`config.mk`:
```
export PLATFORM = sky130hd
export DESIGN_NAME = mc_ctrl_fsm
export DESIGN_NICKNAME = d
export VERILOG_FILES = /design/src/rtl/mc_ctrl_fsm.sv
export SDC_FILE = /design/constraint.sdc
export NUM_CORES = 1
export LEC_CHECK = 0
export CAP_MARGIN = 15
export CELL_PAD_IN_SITES_DETAIL_PLACEMENT = 1
export CELL_PAD_IN_SITES_GLOBAL_PLACEMENT = 1
export CORE_ASPECT_RATIO = 1.4
export CORE_UTILIZATION = 33
export CTS_CLUSTER_SIZE = 8
export DETAILED_ROUTE_END_ITERATION = 12
export PLACE_DENSITY_LB_ADDON = 0.3
export SLEW_MARGIN = 30
export SYNTH_ARGS = -nofsm -noshare
export SYNTH_HDL_FRONTEND = slang
export SYNTH_SLANG_ARGS = --single-unit
```
`constraint.sdc`:
```
create_clock -name clk -period 2.95 [get_ports clk]
set_clock_uncertainty 0.15 [all_clocks]
set_input_delay 0.59 -clock clk [delete_from_list [all_inputs] [get_ports clk]]
set_output_delay 0.59 -clock clk [all_outputs]
set_load 0.1 [all_outputs]
```
`src/rtl/mc_ctrl_fsm.sv`:
```
// Multicycle control unit: sequences fetch/decode/execute/memory/write-back and
// decodes every datapath select and enable from one explicit state register.
module mc_ctrl_fsm #(
  parameter int unsigned WORD_W = 16,
  parameter int unsigned NREG   = 8,
  parameter int unsigned REG_AW = 3
) (
  input  logic              clk,
  input  logic              reset,
  input  logic [WORD_W-1:0] ir,
  input  logic              mem_ready,
  input  logic              alu_zero,
  input  logic              flag_c,
  input  logic              flag_z,
  output logic              ir_we,
  output logic              pc_we,
  output logic              rf_we,
  output logic              mem_req,
  output logic              mem_we,
  output logic              tmp_we,
  output logic              tmp_inc,
  output logic [1:0]        pc_src,
  output logic [1:0]        alu_a_sel,
  output logic [1:0]        alu_b_sel,
  output logic [1:0]        alu_op,
  output logic [1:0]        cz_we,
  output logic [REG_AW-1:0] rf_wadd,
  output logic [1:0]        rf_wsrc,
  output logic              mem_addr_sel,
  output logic              illegal_op,
  output logic [3:0]        state_o
);

  typedef enum logic [3:0] {
    S_FETCH  = 4'd0,
    S_DECODE = 4'd1,
    S_EXEC   = 4'd2,
    S_MEM    = 4'd3,
    S_WB     = 4'd4,
    S_MLOOP  = 4'd5,
    S_BRANCH = 4'd6,
    S_TRAP   = 4'd7
  } state_t;

  localparam logic [3:0] OP_ADD = 4'd0;
  localparam logic [3:0] OP_ADI = 4'd1;
  localparam logic [3:0] OP_NDU = 4'd2;
  localparam logic [3:0] OP_LHI = 4'd3;
  localparam logic [3:0] OP_LW  = 4'd4;
  localparam logic [3:0] OP_SW  = 4'd5;
  localparam logic [3:0] OP_LM  = 4'd6;
  localparam logic [3:0] OP_SM  = 4'd7;
  localparam logic [3:0] OP_JAL = 4'd8;
  localparam logic [3:0] OP_JLR = 4'd9;
  localparam logic [3:0] OP_BEQ = 4'd12;

  state_t            state, state_next;
  logic [NREG-1:0]   pending, pending_next;
  logic [3:0]        opcode;
  logic [REG_AW-1:0] ra, rb, rc, low_idx;
  logic              legal, cond_ok;

  assign opcode = ir[WORD_W-1 -: 4];
  assign ra     = ir[11 -: REG_AW];
  assign rb     = ir[8 -: REG_AW];
  assign rc     = ir[5 -: REG_AW];

  // Opcode legality and ADD/NDU flag condition in ir[1:0].
  always_comb begin
    legal = 1'b0;
    case (opcode)
      OP_ADD, OP_ADI, OP_NDU, OP_LHI, OP_LW, OP_SW, OP_LM, OP_SM,
      OP_JAL, OP_JLR, OP_BEQ: legal = 1'b1;
      default:                legal = 1'b0;
    endcase
    cond_ok = 1'b1;
    case (ir[1:0])
      2'b00:   cond_ok = 1'b1;
      2'b10:   cond_ok = flag_c;
      2'b01:   cond_ok = flag_z;
      default: cond_ok = 1'b0;
    endcase
  end

  // Lowest set pending bit: scanning downward leaves the smallest index.
  always_comb begin
    low_idx = '0;
    for (int i = NREG - 1; i >= 0; i--) begin
      if (pending[i]) low_idx = REG_AW'(i);
    end
  end

  always_ff @(posedge clk) begin
    if (reset) begin
      state   <= S_FETCH;
      pending <= '0;
    end else begin
      state   <= state_next;
      pending <= pending_next;
    end
  end

  always_comb begin
    state_next   = state;
    pending_next = pending;
    case (state)
      S_FETCH: if (mem_ready) state_next = S_DECODE;
      S_DECODE: begin
        if (!legal) begin
          state_next = S_TRAP;
        end else begin
          case (opcode)
            OP_ADD, OP_NDU: state_next = cond_ok ? S_EXEC : S_FETCH;
            OP_JAL, OP_JLR: state_next = S_WB;
            OP_LM, OP_SM: begin
              state_next   = S_MLOOP;
              pending_next = ir[NREG-1:0];
            end
            default:        state_next = S_EXEC;
          endcase
        end
      end
      S_EXEC: begin
        case (opcode)
          OP_LW, OP_SW: state_next = S_MEM;
          OP_BEQ:       state_next = alu_zero ? S_BRANCH : S_FETCH;
          default:      state_next = S_WB;
        endcase
      end
      S_MEM: if (mem_ready) state_next = (opcode == OP_LW) ? S_WB : S_FETCH;
      S_MLOOP: begin
        if (pending == '0) begin
          state_next = S_FETCH;
        end else if (mem_ready) begin
          pending_next = pending & (pending - NREG'(1));
        end
      end
      default: state_next = S_FETCH;
    endcase
  end

  // Output decode; reset forces every output low regardless of state.
  always_comb begin
    ir_we        = 1'b0;
    pc_we        = 1'b0;
    rf_we        = 1'b0;
    mem_req      = 1'b0;
    mem_we       = 1'b0;
    tmp_we       = 1'b0;
    tmp_inc      = 1'b0;
    pc_src       = 2'd0;
    alu_a_sel    = 2'd0;
    alu_b_sel    = 2'd0;
    alu_op       = 2'd0;
    cz_we        = 2'b00;
    rf_wadd      = '0;
    rf_wsrc      = 2'd0;
    mem_addr_sel = 1'b0;
    illegal_op   = 1'b0;
    state_o      = 4'd0;
    if (!reset) begin
      state_o = state;
      case (state)
        S_FETCH: begin
          mem_req   = 1'b1;
          alu_b_sel = 2'd1;
          if (mem_ready) begin
            ir_we = 1'b1;
            pc_we = 1'b1;
          end
        end
        S_DECODE: begin
          if (opcode == OP_LM || opcode == OP_SM) tmp_we = 1'b1;
        end
        S_EXEC: begin
          alu_a_sel = 2'd1;
          case (opcode)
            OP_ADD: cz_we = 2'b11;
            OP_ADI: begin
              alu_b_sel = 2'd2;
              cz_we     = 2'b11;
            end
            OP_NDU: begin
              alu_op = 2'd1;
              cz_we  = 2'b01;
            end
            OP_LW, OP_SW: begin
              alu_b_sel = 2'd2;
              tmp_we    = 1'b1;
            end
            OP_BEQ:  alu_op = 2'd2;
            default: ;
          endcase
        end
        S_MEM: begin
          mem_req      = 1'b1;
          mem_addr_sel = 1'b1;
          mem_we       = (opcode == OP_SW);
        end
        S_WB: begin
          rf_we = 1'b1;
          case (opcode)
            OP_JAL, OP_JLR: begin
              rf_wadd = ra;
              rf_wsrc = 2'd3;
              pc_src  = (opcode == OP_JAL) ? 2'd2 : 2'd1;
              pc_we   = 1'b1;
            end
            OP_LW: begin
              rf_wadd = ra;
              rf_wsrc = 2'd1;
            end
            OP_LHI: begin
              rf_wadd = ra;
              rf_wsrc = 2'd2;
            end
            OP_ADI:  rf_wadd = rb;
            default: rf_wadd = rc;
          endcase
        end
        S_MLOOP: begin
          if (pending != '0) begin
            rf_wadd      = low_idx;
            rf_wsrc      = (opcode == OP_LM) ? 2'd1 : 2'd0;
            mem_req      = 1'b1;
            mem_addr_sel = 1'b1;
            mem_we       = (opcode == OP_SM);
            if (mem_ready) begin
              rf_we   = (opcode == OP_LM);
              tmp_inc = 1'b1;
            end
          end
        end
        S_BRANCH: begin
          pc_src = 2'd2;
          pc_we  = 1'b1;
        end
        S_TRAP:  illegal_op = 1'b1;
        default: ;
      endcase
    end
  end

endmodule
```
-- After elaboration in Yosys (flattened, before gate mapping)
Memories as Yosys holds them, arrays and structs flattened.
Index checks and enable logic that the tools add are counted.
- multiplexer cells: 76
- eq/ne operators: 26
- reductions and logical operators: 17
- bitwise logic cells: 1
- add/sub/neg operators: 1
- operator list (cell ; count):
    two-way mux 3 bit ; 13
    == test 4 x 3 -> 1 bit (second input constant) ; 8
    two-way mux 8 bit ; 4
    two-way mux 1 bit ; 25
    two-way mux 2 bit ; 11
    case mux 2 bit (2 select lines) ; 5
    case mux 4 bit (5 select lines) ; 1
    case mux 3 bit (2 select lines) ; 3
    == test 4 x 2 -> 1 bit (second input constant) ; 4
    two-way mux 4 bit ; 4
    case mux 8 bit (2 select lines) ; 1
    == test 4 bit (second input constant) ; 3
    != test 2 bit (second input constant) ; 6
    OR reduction 2 bit ; 6
    case mux 1 bit (2 select lines) ; 5
    case mux 3 bit (3 select lines) ; 1
    AND 8 bit ; 1
    == test 4 x 1 -> 1 bit (second input constant) ; 2
    logical NOT 4 bit ; 2
    logical NOT 8 bit ; 1
    nonzero test 8 bit ; 1
    subtractor 8 x 1 -> 8 bit (second input constant) ; 1
    case mux 1 bit (3 select lines) ; 2
    case mux 2 bit (3 select lines) ; 1
    10 further kinds ; 10
- memories kept: 1
- register bits after elaboration: 12
- logic and storage cells: 124
- bits of input ports: 22
- output and inout bits: 28
- memory bits (read-only): 16
- memories (name ; words ; bits a word ; read ports ; clocked after memory_dff ; write ports ; line ; RTL):
    (no name shown) ; 16 ; 1 ; 1 ; 0 ; 0 ; 71 ; case (opcode)

-- Logic depth before layout (Yosys ltp)
Gate-level depths: netlist of the first run.
- depth after elaboration: 11
- mapped depth: 6
- depth with buffers taken out: 4

-- Worst setup path after synthesis of the first run
OpenSTA, ideal clock, no wires.
- kind: input to output
- start point: input port reset
- end point: output port alu_b_sel[1]
- path slack: -3.958 ns
- arrival time: 6.168 ns
- stages: 3
- data required time: 2.210 ns
- buffers on the path: 1
- cells stage by stage: clkbuf_1 nor3_1 nor4b_1
- cells in the longest elaborated chain, start to end: 1
- RTL lines (what ; line ; RTL):
    from (decl) ; 9 ; input logic reset,
    two-way mux 2 bit ; 161 ; if (!reset) begin
    to (decl) ; 24 ; output logic [1:0] alu_b_sel,
No other way between the ends.

-- Final worst setup path of the first run
- start point: input port ir[12]
- end point: output port rf_wadd[1]
- cells in the longest elaborated chain, start to end: 5
- RTL lines (what ; line ; RTL):
    from (decl) ; 10 ; input logic [WORD_W-1:0] ir,
    == test 4 x 3 -> 1 bit, or another cell as far along ; 202 ; case (opcode)
    OR reduction 4 bit (no line) ; - ;
    case mux 3 bit (2 select lines) (*) ; 202 ;
    case mux 3 bit (2 select lines) (*) ; 163 ; case (state)
    two-way mux 3 bit (*) ; 161 ;
    to (decl) ; 27 ; output logic [REG_AW-1:0] rf_wadd,
Mark *: on every way between the ends. The rest lies on a longest branch, timed or not.

==> flow_metrics.py, run 1 <==
metrics = {
    "detailed_routing": {
        "vias": 1795,
        "wl_per_cell_um": 20.7,
        "ant_nets": 0,
        "wirelength_mm": 6.08,
        "viasPerCell": 6.11,
        "drc": 0,
        "drt_iter0_drc": 69,
        "drt_first_pass_iters": 4,
    },
    "logic_synthesis": {
        "synthAdderAreaFrac": 0,
        "synth_seq_cells": 11,
        "synth-async-reset-ratio": 0,
        "synth.top_cell.area_share": 0.163,
        "synth_compound_area_frac": 0.297,
        "synthCells": 195,
        "synthXorXnorAreaFrac": 0,
        "synth_common_cells": "a21oi_1 (20), nor2_1 (18), dfxtp_1 (11), nand2_1 (10), nor3_1 (10)",
        "synth-simple-area-share": 0.392,
        "synth_top_family_by_area": "simple AND/OR/NAND/NOR gates",
        "synth_top_cell_by_area": "dfxtp_1",
        "synth_area_leaders": "dfxtp_1 (16%), a21oi_1 (7.4%), nor2_1 (5.0%), nand2b_1 (4.2%), nor3_1 (3.7%)",
        "ys_types": 53,
        "synth_edf_count": 0,
        "syn_area_per_cell_um2": 6.92,
        "netlist_area_um2": 1350,
        "yosys-mux-area-fraction": 0.0408,
        "synth_ff_type": "dfxtp_1",
        "synth_most_common_cell": "a21oi_1",
        "yosysWarnings": 0,
        "synth.yosys.seq_area_share": 0.163,
    },
    "clocking": {
        "cts_tree": "yes",
        "clockBufferDepth": 2,
        "cts_setup_buffers": 0,
        "cts-root-buf": "clkbuf_8",
        "path_clk_slew_ns": 0.05,
        "numCtsBuffers": 3,
        "postCtsHoldBufs": 0,
        "clkSinkCount": 11,
        "clkLatencyLatePin_ns": 0.24,
        "htreeDepth": 1,
    },
    "grt": {
        "antenna_found_initial": 0,
        "grt_pass1_vias": 1998,
        "grt_max_degree": 29,
        "grt_pass1_wl_mm": 9.99,
        "grt_usage": 0.289,
        "gr-total-overflow": 0,
    },
    "timing": {
        "rsz0062_at_grt": "false",
        "period_share": 0.982,
        "tns_ns": 0,
        "fmax_mhz": 345,
        "setup_viol": 0,
        "slew_viol_final": 0,
        "whs_ns": 0.364,
        "timing.slew.headroom": 0.499,
        "min_period_ns": 2.90,
        "worst_pin_slew_ns": 0.745,
        "setup_slack_ns": 0.0528,
        "finalHoldViolCount": 0,
    },
    "floorplanning": {
        "rows": 27,
        "die_area_um2": 4350,
        "core_area_um2": 3920,
        "die_w_um": 56.1,
        "die_h_um": 77.7,
        "io_pins": 50,
        "start_util": 0.345,
    },
    "critical_path": {
        "cp.required_ns": 2.21,
        "start_kind": "primary input",
        "worst-setup-path-type": "in2out",
        "worstPathArrival_ns": 2.16,
        "crit_fanout": 5,
        "end_kind": "output pin",
    },
    "pwr": {
        "vdd_drop_max_mv": 0.282,
        "leakagePower_nw": 0.909,
        "p_int_mw": 0.434,
        "swShare": 0.472,
        "power.density_nw_per_um2": 319,
        "power_frac_seq": 0.212,
        "clockPowerShare": 0.193,
        "comb_power_share": 0.595,
        "switching_power_mw": 0.388,
        "finalPower_mw": 0.823,
    },
    "place": {
        "gp_congestion": 0.941,
        "port_buffers": 47,
        "dp.cells": 290,
        "pre_cts_ws_ns": -0.160,
        "dpl-instance-area_um2": 2500,
        "detailed_place_hpwl_mm": 4.90,
    },
    "layout": {
        "insertedDiodeCount": 0,
        "final_core_util": 0.658,
        "synthToLayoutAreaGrowth_pct": 91.0,
        "final_area_um2": 2580,
        "finalNetCount": 274,
        "fillers": 427,
        "drive_above_1_share": 0.394,
        "final_cell_count_no_fill": 294,
    },
    "worst_hold_path": {
        "holdCritPathClass": "reg2reg",
    },
    "outcome": {
        "outcome": "completed",
    },
    "job": {
        "drv_cap": 0,
    },
}
-- flip-flops by register name, summed over array words and instances, names as in the netlist --
name,cells
pending,8
state,3
-- kinds of logic (layout without fill, tap and decap cells) --
family,count (synthesis),count (layout)
compound gates,58,58
buf+inv,29,84
flops,11,11
mux,5,5
other cells,1,2
simple gates,91,91
-- critical path: stages --
cell	delay [ns]
dlygate4sd2_1	0.29
or3b_4	0.44
nor3b_4	0.24
a221oi_2	0.07
o211ai_1	0.30
buf_12	0.22
-- power by group through the flow --
stage               clock [mW]  sequential, mW  combinational [mW]
detailed placement           0           0.177               0.484
finish                   0.159           0.174               0.489
global placement             0           0.176               0.469
floorplan                    0           0.165               0.332
CTS                      0.156           0.174               0.488
global route             0.162           0.175               0.512
-- final cells by class --
type	count	area, µm²	area share
multi-input cells	156	1300	0.503
well taps	43	53.8	0.0209
inverters	9	36.3	0.0141
flip-flops and latches	11	220	0.0854
clock buffers	4	45.0	0.0175
repair buffers	71	926	0.359
-- path summary, 6_finish.rpt --
| path | from | end | slack (ns) | cells past startpoint |
|---|---|---|---|---|
| setup / recovery | ir[12] | rf_wadd[1] | 0.05 | 6 |
| hold / removal | pending[6]$_SDFFE_PP0P_ | pending[6]$_SDFFE_PP0P_ | 0.36 | 2 |
| setup reg to reg | pending[4]$_SDFFE_PP0P_ | pending[2]$_SDFFE_PP0P_ | 0.94 | 4 |
| hold reg to reg | pending[6]$_SDFFE_PP0P_ | pending[6]$_SDFFE_PP0P_ | 0.36 | 2 |
-- timing repair --
| action | 4_1_cts | 5_1_grt |
|---|---|---|
| gates resized for setup | 10 | 1 |
| pin swaps | 4 | 0 |
| endpoints found under the setup margin | 7 | 2 |
| gates cloned | 0 | 0 |
-- layout by cell type, fill, tap and decap left out, types with 4 or more instances in the layout --
cell,instances
nand2b_1,8
nor3_4,4
buf_12,28
mux2_2,4
inv_1,8
clkdlybuf4s50_1,16
o211ai_1,4
nor3_1,5
buf_4,22
dfxtp_1,11
nand2_1,9
a21oi_1,16
o21ai_0,9
dlygate4sd2_1,4
nand3_1,8
nor4_4,6
nor2_1,13
-- routing by layer --
layer | vias up | track usage | wire length (µm)
met3 | 20 | 0.0333 | 162
met5 | - | 0 | 0
met4 | 0 | 0.100 | 165
li1 | 841 | - | -
met1 | 890 | 0.299 | 2210
met2 | 44 | 0.579 | 3540
(Power assumes the default switching activity.)
==> run 2, diff against run 1 <==
--- a/config.mk
+++ b/config.mk
@@ -6,10 +6,10 @@
 export NUM_CORES = 1
 export LEC_CHECK = 0
 export CAP_MARGIN = 15
-export CELL_PAD_IN_SITES_DETAIL_PLACEMENT = 1
-export CELL_PAD_IN_SITES_GLOBAL_PLACEMENT = 1
+export CELL_PAD_IN_SITES_DETAIL_PLACEMENT = 2
+export CELL_PAD_IN_SITES_GLOBAL_PLACEMENT = 2
 export CORE_ASPECT_RATIO = 1.4
-export CORE_UTILIZATION = 33
+export CORE_UTILIZATION = 25
 export CTS_CLUSTER_SIZE = 8
 export DETAILED_ROUTE_END_ITERATION = 12
 export PLACE_DENSITY_LB_ADDON = 0.3
==> flow_metrics.py, run 2 (same netlist as run 1, synthesis figures left out) <==
metrics = {
    "outcome": {
        "outcome": "completed",
    },
    "grt": {
        "gr-total-overflow": 0,
        "grt_pass1_vias": 1993,
        "grt_usage": 0.238,
        "grt_max_degree": 14,
        "grt_pass1_wl_mm": 10.4,
        "antenna_found_initial": 0,
    },
    "place": {
        "gp_congestion": 0.855,
        "detailed_place_hpwl_mm": 5.22,
        "port_buffers": 47,
    },
    "timing": {
        "fmax_mhz": 354,
        "min_period_ns": 2.82,
        "rsz0062_at_grt": "false",
        "slew_viol_final": 0,
        "period_share": 0.957,
        "worst_pin_slew_ns": 0.643,
        "timing.slew.headroom": 0.568,
        "whs_ns": 0.384,
        "setup_viol": 0,
        "finalHoldViolCount": 0,
    },
    "clocking": {
        "cts-root-buf": "clkbuf_8",
        "cts_tree": "yes",
        "cts_resized": 10,
        "numCtsBuffers": 3,
        "path_clk_slew_ns": 0.06,
        "htreeDepth": 1,
        "clkSinkCount": 11,
        "cts_setup_buffers": 0,
        "postCtsHoldBufs": 0,
        "clockBufferDepth": 2,
        "clkLatencyLatePin_ns": 0.24,
    },
    "detailed_routing": {
        "ant_nets": 0,
        "wl_per_cell_um": 20.0,
        "viasPerCell": 5.65,
        "vias": 1791,
        "wirelength_mm": 6.33,
        "drc": 0,
        "drt_iter0_drc": 122,
        "drt_first_pass_iters": 4,
    },
    "job": {
        "drv_cap": 0,
    },
    "floorplanning": {
        "start_util": 0.260,
        "rows": 31,
        "die_area_um2": 5700,
        "core_area_um2": 5200,
        "io_pins": 50,
        "die_w_um": 64.1,
        "die_h_um": 89.0,
    },
    "layout": {
        "final_common_cell": "buf_12",
        "drive_above_1_share": 0.390,
        "insertedDiodeCount": 0,
        "synthToLayoutAreaGrowth_pct": 90.4,
        "largest_register_ffs": 8,
        "final_cell_mix": "buf_12 (26), buf_4 (23), a21oi_1 (17), clkdlybuf4s50_1 (16), nor2_1 (13)",
        "finalNetCount": 274,
        "top_regs": "pending x8, state x3",
        "final_core_util": 0.494,
        "top_register": "pending",
    },
    "worst_hold_path": {
        "whs_path_depth": 2,
        "holdCritPathClass": "reg2reg",
    },
    "critical_path": {
        "reg2reg_depth": 4,
        "max_stage_delay_ns": 0.60,
        "start_kind": "flip-flop",
        "cp_top_family": "simple AND/OR/NAND/NOR gates",
        "cp.depth": 5,
        "worst-setup-path-type": "reg2out",
        "end_kind": "output pin",
        "crit_buf_inv": 1,
        "cp_slowest_cell": "nor4_1",
        "crit_fanout": 6,
        "crit_chain": "nor4_1 > a21oi_1 > a32oi_1 > nor3_4 > buf_12",
        "cp.required_ns": 2.21,
        "worstPathArrival_ns": 2.08,
    },
    "pwr": {
        "finalPower_mw": 0.820,
        "swShare": 0.477,
        "clockPowerShare": 0.194,
        "power_frac_seq": 0.211,
        "vdd_drop_max_mv": 0.103,
        "p_int_mw": 0.429,
        "switching_power_mw": 0.391,
        "comb_power_share": 0.595,
        "leakagePower_nw": 0.892,
        "power.density_nw_per_um2": 319,
    },
}
==> run 2: final timing paths <==
path                           startpoint                       to  slack [ns]
setup / recovery  pending[4]$_SDFFE_PP0P_               rf_wsrc[0]        0.13
hold / removal    pending[6]$_SDFFE_PP0P_  pending[6]$_SDFFE_PP0P_        0.38
setup reg to reg  pending[4]$_SDFFE_PP0P_  pending[0]$_SDFFE_PP0P_        1.00
hold reg to reg   pending[6]$_SDFFE_PP0P_  pending[6]$_SDFFE_PP0P_        0.38
==> run 2: worst min-delay path, stage by stage (launching register included) <==
cell     delay [ns]
dfxtp_1        0.34
nand3_1        0.09
a21oi_1        0.06
==> run 2: final cells by class <==
| type | count | area [µm²] |
|---|---|---|
| tap | 66 | 82.6 |
| inverter | 9 | 36.3 |
| sequential | 11 | 221 |
| fill | 569 | 2630 |
| timing repair buffer | 71 | 905 |
| clock buffer | 4 | 45.0 |
| multi-input combinational | 156 | 1280 |
==> run 2: stage by stage <==
| stage | TNS (ns) | setup slack, ns | cell area, µm² | std cells |
|---|---|---|---|---|
| 3_3_place_gp | -0.104 | -0.0519 | 2500 | 313 |
| 5_1_grt | 0 | 0.0607 | 2570 | 317 |
| 6_report | 0 | 0.126 | 2570 | 317 |
| 3_5_place_dp | -0.415 | -0.103 | 2500 | 313 |
| 4_1_cts | 0 | 0.104 | 2570 | 317 |
| 2_1_floorplan | -3.38 | -0.605 | 1690 | 196 |
==> run 2: power by group through the flow <==
stage                     Sequential [mW]  Combinational, mW  Clock [mW]
after floorplan                     0.165              0.332           0
after global placement              0.174              0.473           0
after detailed placement            0.175              0.487           0
after CTS                           0.173              0.490       0.164
after global routing                0.175              0.513       0.170
final                               0.173              0.488       0.159
==> run 2: layer usage <==
layer	wire [µm]	vias to the layer above	GRT usage	part of all wire
li1	-	838	-	-
met1	2560	915	0.271	0.40
met2	3610	32	0.474	0.57
met3	98	6	0.0191	0.015
met4	72	0	0.0606	0.011
met5	0	-	0	0
